--- src/rtl/mips_isa_pkg.sv ---
// MIPS32 subset decode helpers shared by the hazard controller and its scoreboard.
// Opcode classes, source/destination extraction and FSM state encoding.
package mips_isa_pkg;

    localparam logic [5:0] OP_RR_LO = 6'b000000;
    localparam logic [5:0] OP_RR_HI = 6'b000101;
    localparam logic [5:0] OP_LW    = 6'b001000;
    localparam logic [5:0] OP_SW    = 6'b001001;
    localparam logic [5:0] OP_RM_LO = 6'b001010;
    localparam logic [5:0] OP_RM_HI = 6'b001100;
    localparam logic [5:0] OP_BEQZ  = 6'b001101;
    localparam logic [5:0] OP_BNEQZ = 6'b001110;
    localparam logic [5:0] OP_HLT   = 6'b111111;

    // Unassigned opcode: decodes as no sources, no destination.
    localparam logic [31:0] NOP_INSTR = {6'b010000, 26'd0};

    typedef enum logic [2:0] {
        CLS_NOP, CLS_RR, CLS_RM, CLS_LW, CLS_SW, CLS_BR, CLS_HLT
    } instr_class_e;

    typedef enum logic [1:0] {
        ST_RUN, ST_DRAIN, ST_HALTED
    } state_e;

    typedef struct packed {
        logic       v;
        logic [4:0] idx;
    } dest_t;

    function automatic logic [5:0] op_of(input logic [31:0] instr);
        return instr[31:26];
    endfunction

    function automatic logic [4:0] rs_of(input logic [31:0] instr);
        return instr[25:21];
    endfunction

    function automatic logic [4:0] rt_of(input logic [31:0] instr);
        return instr[20:16];
    endfunction

    function automatic logic [4:0] rd_of(input logic [31:0] instr);
        return instr[15:11];
    endfunction

    function automatic instr_class_e class_of(input logic [5:0] op);
        instr_class_e cls;
        cls = CLS_NOP;
        if (op >= OP_RR_LO && op <= OP_RR_HI)
            cls = CLS_RR;
        else if (op >= OP_RM_LO && op <= OP_RM_HI)
            cls = CLS_RM;
        else if (op == OP_LW)
            cls = CLS_LW;
        else if (op == OP_SW)
            cls = CLS_SW;
        else if (op == OP_BEQZ || op == OP_BNEQZ)
            cls = CLS_BR;
        else if (op == OP_HLT)
            cls = CLS_HLT;
        return cls;
    endfunction

    function automatic logic src_uses_rs(input instr_class_e cls);
        return cls inside {CLS_RR, CLS_RM, CLS_LW, CLS_SW, CLS_BR};
    endfunction

    // SW reads rt as the store data.
    function automatic logic src_uses_rt(input instr_class_e cls);
        return cls inside {CLS_RR, CLS_SW};
    endfunction

    // R0 is hardwired, so a write to it never creates a dependency.
    function automatic dest_t dest_of(input logic [31:0] instr);
        dest_t        d;
        instr_class_e cls;
        cls   = class_of(op_of(instr));
        d.v   = 1'b0;
        d.idx = 5'd0;
        if (cls == CLS_RR) begin
            d.v   = 1'b1;
            d.idx = rd_of(instr);
        end else if (cls == CLS_RM || cls == CLS_LW) begin
            d.v   = 1'b1;
            d.idx = rt_of(instr);
        end
        if (d.idx == 5'd0)
            d.v = 1'b0;
        return d;
    endfunction

endpackage

--- src/rtl/mips_dest_scoreboard.sv ---
// Shift register of destinations for in-flight instructions (entry 0 = EX),
// compared against the sources of the instruction in ID.
module mips_dest_scoreboard
    import mips_isa_pkg::*;
#(
    parameter int DEPTH = 2
) (
    input  logic       clock,
    input  logic       reset,
    input  dest_t      push,
    input  logic [4:0] rs,
    input  logic [4:0] rt,
    input  logic       use_rs,
    input  logic       use_rt,
    output logic       hit
);

    dest_t [DEPTH-1:0] ent;

    always_ff @(posedge clock) begin
        if (reset) begin
            ent <= '0;
        end else begin
            ent[0] <= push;
            for (int i = 1; i < DEPTH; i++)
                ent[i] <= ent[i-1];
        end
    end

    always_comb begin
        hit = 1'b0;
        for (int i = 0; i < DEPTH; i++) begin
            if (ent[i].v && ent[i].idx != 5'd0) begin
                if (use_rs && ent[i].idx == rs)
                    hit = 1'b1;
                if (use_rt && ent[i].idx == rt)
                    hit = 1'b1;
            end
        end
    end

endmodule

--- src/rtl/mips_hazard_ctrl.sv ---
// Issue/interlock controller for the 5-stage pipeline: RAW stalls, branch
// squash, and the HLT drain sequence, all decided in the same cycle.
module mips_hazard_ctrl
    import mips_isa_pkg::*;
#(
    parameter bit WB_BYPASS = 1'b1,
    parameter int CNT_W     = 16
) (
    input  logic             clock,
    input  logic             reset,
    input  logic             id_valid,
    input  logic [31:0]      id_instr,
    input  logic             branch_taken,
    output logic             stall_if,
    output logic             bubble_ex,
    output logic             flush_id,
    output logic             fetch_en,
    output logic             halted,
    output logic [CNT_W-1:0] stall_count
);

    // Without WB->ID bypass the producer must clear WB before ID may read.
    localparam int DEPTH = WB_BYPASS ? 2 : 3;
    localparam int DW    = $clog2(DEPTH + 1);

    state_e        state, state_nx;
    logic [DW-1:0] drain_cnt, drain_cnt_nx;

    instr_class_e cls;
    dest_t        id_dest;
    dest_t        push;
    logic         hit;
    logic         hazard;
    logic         issue;

    assign cls     = class_of(op_of(id_instr));
    assign id_dest = dest_of(id_instr);

    mips_dest_scoreboard #(.DEPTH(DEPTH)) u_sb (
        .clock  (clock),
        .reset  (reset),
        .push   (push),
        .rs     (rs_of(id_instr)),
        .rt     (rt_of(id_instr)),
        .use_rs (src_uses_rs(cls)),
        .use_rt (src_uses_rt(cls)),
        .hit    (hit)
    );

    assign hazard    = id_valid & hit;
    assign issue     = id_valid & ~hazard & ~branch_taken & (state == ST_RUN);
    assign push.v    = issue & id_dest.v;
    assign push.idx  = id_dest.idx;

    assign stall_if  = hazard & ~branch_taken;
    assign bubble_ex = ~issue;
    assign flush_id  = branch_taken;
    assign fetch_en  = (state == ST_RUN) & ~stall_if;
    assign halted    = (state == ST_HALTED);

    always_ff @(posedge clock) begin
        if (reset) begin
            state     <= ST_RUN;
            drain_cnt <= '0;
        end else begin
            state     <= state_nx;
            drain_cnt <= drain_cnt_nx;
        end
    end

    // DRAIN lasts DEPTH+1 cycles so halted rises DEPTH+2 cycles after HLT issue.
    always_comb begin
        state_nx     = state;
        drain_cnt_nx = drain_cnt;
        case (state)
            ST_RUN: begin
                drain_cnt_nx = '0;
                if (issue && cls == CLS_HLT)
                    state_nx = ST_DRAIN;
            end
            ST_DRAIN: begin
                if (drain_cnt == DW'(DEPTH))
                    state_nx = ST_HALTED;
                else
                    drain_cnt_nx = drain_cnt + DW'(1);
            end
            ST_HALTED: state_nx = ST_HALTED;
            default:   state_nx = ST_RUN;
        endcase
    end

    always_ff @(posedge clock) begin
        if (reset)
            stall_count <= '0;
        else if (stall_if && stall_count != '1)
            stall_count <= stall_count + CNT_W'(1);
    end

endmodule

--- config.mk ---
export PLATFORM = sky130hd
export DESIGN_NAME = mips_hazard_ctrl
export DESIGN_NICKNAME = d
export VERILOG_FILES = /design/src/rtl/mips_isa_pkg.sv /design/src/rtl/mips_dest_scoreboard.sv /design/src/rtl/mips_hazard_ctrl.sv
export SDC_FILE = /design/constraint.sdc
export NUM_CORES = 1
export LEC_CHECK = 0
export BUFFER_PORTS_ARGS = -buffer_cell sky130_fd_sc_hd__buf_4
export CAP_MARGIN = 15
export CORE_ASPECT_RATIO = 0.7
export CORE_UTILIZATION = 46
export DETAILED_ROUTE_END_ITERATION = 12
export GPL_ROUTABILITY_DRIVEN = 0
export GPL_TIMING_DRIVEN = 0
export PLACE_DENSITY = 0.86
export RECOVER_POWER = 100
export SLEW_MARGIN = 40
export SYNTH_ARGS = -nofsm -noshare
export SYNTH_HDL_FRONTEND = slang
export SYNTH_SLANG_ARGS = --single-unit
--- constraint.sdc ---
create_clock -name clock -period 2.5 [get_ports clock]
set_input_delay 0.625 -clock clock [delete_from_list [all_inputs] [get_ports clock]]
set_output_delay 0.625 -clock clock [all_outputs]
set_load 0.02 [all_outputs]
# After elaboration in Yosys (flattened, before gate mapping)
# Index checks and enable logic that the tools add are counted.
op_classes:
  add_sub_neg: 2
  order_cmp: 4
  eq_ne: 22
  n_mux: 20
  bitwise_logic: 11
  reduce_logical: 21
op_table:
  columns: ["operator", "count"]
  rows:
  - ["equality test 6 x 4 -> 1 bit, second input constant", 4]
  - ["equality test 5 bit", 4]
  - ["2-to-1 mux 3 bit", 6]
  - ["adder 16 x 1 -> 16 bit, second input constant", 1]
  - ["!= test 16 bit, second input constant", 1]
  - ["nonzero test 5 bit", 3]
  - ["2-to-1 mux 6 bit", 2]
  - ["logical AND 1 bit", 10]
  - ["equality test 3 bit, second input constant", 3]
  - ["bitwise AND 1 bit", 7]
  - ["2-to-1 mux 1 bit", 7]
  - ["equality test 3 x 2 -> 1 bit, second input constant", 2]
  - ["equality test 6 bit, second input constant", 1]
  - [">= comparator 6 x 1 -> 1 bit, second input constant", 1]
  - [">= comparator 6 x 4 -> 1 bit, second input constant", 1]
  - ["<= comparator 6 x 3 -> 1 bit, second input constant", 1]
  - ["<= comparator 6 x 4 -> 1 bit, second input constant", 1]
  - ["2-to-1 mux 2 bit", 3]
  - ["one-hot mux 2 bit (3 select lines)", 1]
  - ["zero test 5 bit", 1]
  - ["equality test 2 bit, second input constant", 2]
  - ["!= test 2 bit, second input constant", 2]
  - ["NOT 1 bit", 4]
  - ["one-hot mux 2 bit (2 select lines)", 1]
  - ["8 further kinds", 11]
word_totals:
  regBits: 32
  out_inout_bits: 21
  wordCells: 87

# Depth between registers and ports, before layout
depth:
  depth_word: 24
  mapped_depth: 7
  ltp_nobuf: 7

# Cells and area by module
# Synthesis repeated with hierarchy kept, for this count alone.
unflattened:
  hier_cells: 217
  hier_area_um2: 1910.6
modules_own_cells:
  columns: ["mod", "n_inst", "cells_each", "area_per_inst_um2"]
  rows:
  - ["mips_hazard_ctrl", 1, 159, 1327.5]
  - ["mips_dest_scoreboard", 1, 58, 583.1]

# Least setup slack after synthesis
# Ideal clock, no wire load.
synth_timing:
  kind: "input port to output port"
  start: "input port id_instr[27]"
  end: "output port fetch_en"
  arrival_time_ns: 2.170
  required_time_ns: 1.875
  setup_slack_ns: -0.295
  stages: 7
  path_buffers: 0
  cell_sequence: "nor3b_2 > o21ai_1 > or4_1 > a21oi_1 > o21ai_1 > inv_1 > nor2_1"
synth_via:
  elab_chain_len: 20
  elab_cells_between_ends: 39
  classes_between: "order compare (4); eq/ne (10); mux (12); bitwise (4); reduce/logical (9)"
synth_rtl:
  columns: ["item", "line_no", "rtl"]
  rows:
  - ["start: declaration", "mips_hazard_ctrl.sv:12", "input logic [31:0] id_instr,"]
  - ["equality test 6 bit / equality test 6 x 4 -> 1 bit (equally long branches)", "mips_isa_pkg.sv:60, mips_isa_pkg.sv:58", null]
  - ["2-to-1 mux 3 bit / logical OR 1 bit (equally long branches)", "mips_isa_pkg.sv:60, mips_isa_pkg.sv:58", null]
  - ["2-to-1 mux 3 bit", "mips_isa_pkg.sv:58", "else if (op == OP_BEQZ || op == OP_BNEQZ)"]
  - ["2-to-1 mux 3 bit", "mips_isa_pkg.sv:56", "else if (op == OP_SW)"]
  - ["2-to-1 mux 3 bit", "mips_isa_pkg.sv:54", "else if (op == OP_LW)"]
  - ["2-to-1 mux 3 bit", "mips_isa_pkg.sv:52", "else if (op >= OP_RM_LO && op <= OP_RM_HI)"]
  - ["2-to-1 mux 3 bit (*)", "mips_isa_pkg.sv:50", "if (op >= OP_RR_LO && op <= OP_RR_HI)"]
  - ["equality test 3 x 1 -> 1 bit, or another cell as far along", "mips_isa_pkg.sv:66, mips_isa_pkg.sv:71", null]
  - ["[5 not listed]", null, null]
  - ["2-to-1 mux 1 bit", "mips_dest_scoreboard.sv:34", "if (use_rs && ent[i].idx == rs)"]
  - ["2-to-1 mux 1 bit", "mips_dest_scoreboard.sv:36", "if (use_rt && ent[i].idx == rt)"]
  - ["2-to-1 mux 1 bit (*)", "mips_dest_scoreboard.sv:33", "if (ent[i].v && ent[i].idx != 5'd0) begin"]
  - ["bitwise AND 1 bit (*)", "mips_hazard_ctrl.sv:50", "assign hazard = id_valid & hit;"]
  - ["bitwise AND 1 bit (*)", "mips_hazard_ctrl.sv:55", "assign stall_if = hazard & ~branch_taken;"]
  - ["net stall_if", "mips_hazard_ctrl.sv:14", "output logic stall_if,"]
  - ["NOT 1 bit (*)", "mips_hazard_ctrl.sv:58", "assign fetch_en = (state == ST_RUN) & ~stall_if;"]
  - ["bitwise AND 1 bit (*)", "mips_hazard_ctrl.sv:58", null]
  - ["end: declaration", "mips_hazard_ctrl.sv:17", "output logic fetch_en,"]
# The timed path passes the listed nets; every way through them passes the cells marked *.

# Worst setup path after layout
layout_timing:
  start: "input port id_instr[20]"
  end: "output port bubble_ex"
layout_via:
  elab_chain_len: 13
  elab_cells_between_ends: 15
  classes_between: "eq/ne (2); mux (5); bitwise (6); reduce/logical (2)"
layout_rtl:
  columns: ["item", "line_no", "rtl"]
  rows:
  - ["equality test 5 bit", "mips_dest_scoreboard.sv:36", null]
  - ["logical AND 1 bit", "mips_dest_scoreboard.sv:36", null]
  - ["2-to-1 mux 1 bit", "mips_dest_scoreboard.sv:36", null]
  - ["2-to-1 mux 1 bit", "mips_dest_scoreboard.sv:33", null]
  - ["2-to-1 mux 1 bit", "mips_dest_scoreboard.sv:34", null]
  - ["2-to-1 mux 1 bit", "mips_dest_scoreboard.sv:36", null]
  - ["2-to-1 mux 1 bit (*)", "mips_dest_scoreboard.sv:33", null]
  - ["bitwise AND 1 bit (*)", "mips_hazard_ctrl.sv:50", null]
  - ["NOT 1 bit (*)", "mips_hazard_ctrl.sv:51", "assign issue = id_valid & ~hazard & ~branch_taken & (state == ST_RUN);"]
  - ["bitwise AND 1 bit (*) (3 in a row)", "mips_hazard_ctrl.sv:51", null]
  - ["NOT 1 bit (*)", "mips_hazard_ctrl.sv:56", "assign bubble_ex = ~issue;"]
  - ["end: declaration", "mips_hazard_ctrl.sv:15", "output logic bubble_ex,"]
# Every way passes the cells marked *; elsewhere a longest branch is shown, timed or not.

==> results_dict.tcl <==
set metrics [dict create \
    overflow 0 \
    dp_cells 316 \
    fmax_mhz 364 \
    worst_ir_drop_vdd_mv 0.426 \
    yosysUniqueCellTypes 38 \
    vias_per_cell 6.25 \
    end_kind "primary output" \
    power_frac_seq 0.478 \
    yosysSeqAreaShare 0.355 \
    tightest_slew_ns 0.604 \
    detail_route.iter0.violations 207 \
    power.total_mw 1.09 \
    setup_viol 13 \
    dp_hpwl_mm 3.50 \
    async_reset_ff_frac 0 \
    path_class "in -> out" \
    fin_nets 336 \
    timing.final.crit_period_ns 2.75 \
    fin_cells 346 \
    cts_max_path_buffers 2 \
    die_h_um 54.4 \
    grt_pass1_wl_mm 8.71 \
    drv_slew 0 \
    swShare 0.253 \
    dpl_cell_area_um2 2330 \
    hold_path.class "reg -> reg" \
    holdWs_ns 0.514 \
    critPathMaxFanout 4 \
    p_switching_mw 0.275 \
    num_rows 18 \
    setup_slack_ns -0.251 \
    run_status "finished, violations left" \
    synth-seq-cells 32 \
    layout_common_cells "buf_4, dfxtp_1, clkbuf_1, nor2_1, nand3_1" \
    syn_to_final_growth_pct 55.0 \
    leakage_nw 1.04 \
    numClockSinks 32 \
    initial_utilization 0.497 \
    grt_pass1_vias 1869 \
    postRouteAntennaNets 0 \
    numCtsBuffers 5 \
    ios 57 \
    core_um2 3630 \
    dp_slack_ns -0.376 \
    internal-power_mw 0.812 \
    violations "negative setup slack" \
    grt_max_degree 11 \
    synth_edf_count 0 \
    cap_violations 0 \
    cp_data_required_time_ns 1.88 \
    fp.dieW_um 76.8 \
    avgSynthCellArea_um2 8.16 \
    design_area_um2 2800 \
    startpoint_type "input port" \
    antenna_found_initial 0 \
    fin_crit_sh 1.10 \
    wirelength_mm 6.73 \
    cts_hold_buf 0 \
    synth_nets 262 \
    rsz0062_at_grt "yes" \
    synth.cell_area_um2 1800 \
    synthCells 221 \
    finalSetupTns_ns -1.37 \
    finalHoldViolCount 0 \
    clkLatencyLatePin_ns 0.29 \
    power_density_nw_per_um2 389 \
    final_common_cell "buf_4" \
    cts_tree "done" \
    layout-drive-gt1-share 0.338 \
    wl_per_cell_um 19.5 \
    skew_ns 0.00517 \
    synth_ff_type "dfxtp_1" \
    track_usage 0.279 \
    dieArea_um2 4180 \
    relSlewSlack 0.597 \
    cts_root_buf "clkbuf_8" \
    clkTransAtPathRegs_ns 0.07 \
    vias 2164 \
    arrival_ns 2.13 \
    firstDrtPassIters 5 \
    fin_util 0.771 \
    drc 0 \
    clkPwrFrac 0.389 \
    diodes 0 \
    pwr-share-comb 0.133 \
    ys_warn_count 0 \
    cts.htree.levels 2 \
    port-buffer-count 45 \
]
[final timing paths]
path / start / endpoint / slack, ns / depth (start not counted)
setup / recovery: id_instr[20] / bubble_ex / -0.25 / 8
hold / removal: drain_cnt[0] / drain_cnt[0] / 0.51 / 1
setup reg to reg: u_sb.ent[10] / stall_count[4] / -0.12 / 12
hold reg to reg: drain_cnt[0] / drain_cnt[0] / 0.51 / 1
[worst max-delay path, cell delays in order]
cell,delay (ns)
buf_12,0.12
xnor2_4,0.17
nand3_1,0.09
or4_4,0.51
a21oi_4,0.22
nor2_1,0.10
nand3_1,0.14
buf_6,0.14
[cell type report]
class / instances / area (um2)
clock buffers: 8 / 90.1
flip-flops and latches: 32 / 651
repair buffers: 65 / 498
well taps: 50 / 62.6
inverters: 10 / 37.5
multi-input cells: 176 / 1430
fillers: 235 / 831
plain buffers: 5 / 22.5
[synth_stat cells (all sizes together) (2+ instances only)]
cell | instances | area share
buf | 2 | 0.0062
dfxtp | 32 | 0.36
nor2b | 11 | 0.038
mux2 | 2 | 0.012
a2111oi | 3 | 0.016
o21ai | 21 | 0.058
nand4 | 5 | 0.017
a21oi | 13 | 0.036
inv | 10 | 0.021
o211ai | 3 | 0.012
nand3 | 16 | 0.044
a22oi | 5 | 0.021
ha | 5 | 0.035
clkbuf | 3 | 0.0062
nand2 | 8 | 0.017
or4 | 12 | 0.050
xnor2 | 13 | 0.063
o31ai | 2 | 0.0083
or3 | 8 | 0.028
nor4 | 2 | 0.0069
nand2b | 2 | 0.0069
nor2 | 23 | 0.049
xor2 | 9 | 0.044
[flip-flops by register name (all words and copies together), names as in the netlist]
register and count:
drain_cnt 2, u_sb.ent 12, stall_count 16, state 2
[power groups by stage]
stage	clock network (mW)	registers, mW	logic (mW)
floorplan	0	0.528	0.0541
global route	0.444	0.520	0.153
CTS	0.410	0.519	0.128
finish	0.422	0.520	0.145
global placement	0	0.529	0.108
detailed placement	0	0.529	0.111
[what timing repair did]
item | CTS | global route
buffers inserted | 12 | 12
cloned | 0 | 2
pin swaps | 20 | 22
endpoints found under the setup margin | 4 | 16
resized for setup | 33 | 29
[per-layer routing]
| metal | track usage | share of wire | routed length (um) |
|---|---|---|---|
| met3 | 0.0833 | 0.10 | 670 |
| met2 | 0.449 | 0.45 | 3030 |
| met4 | 0.144 | 0.039 | 260 |
| met1 | 0.347 | 0.41 | 2770 |
| met5 | 0 | 0 | 0 |
[kinds of logic after synthesis]
logic type               count (synthesis)  share of synthesized area
AND/OR/NAND/NOR                         92                      0.279
AO/OA/AOI/OAI                           52                      0.173
flip-flops                              32                      0.355
XOR/XNOR                                22                      0.107
buffers and inverters                   15                     0.0333
adder cells (fa/ha/maj)                  5                     0.0347
multiplexers                             3                     0.0180
Note: power is estimated with default switching activity, not from simulation.
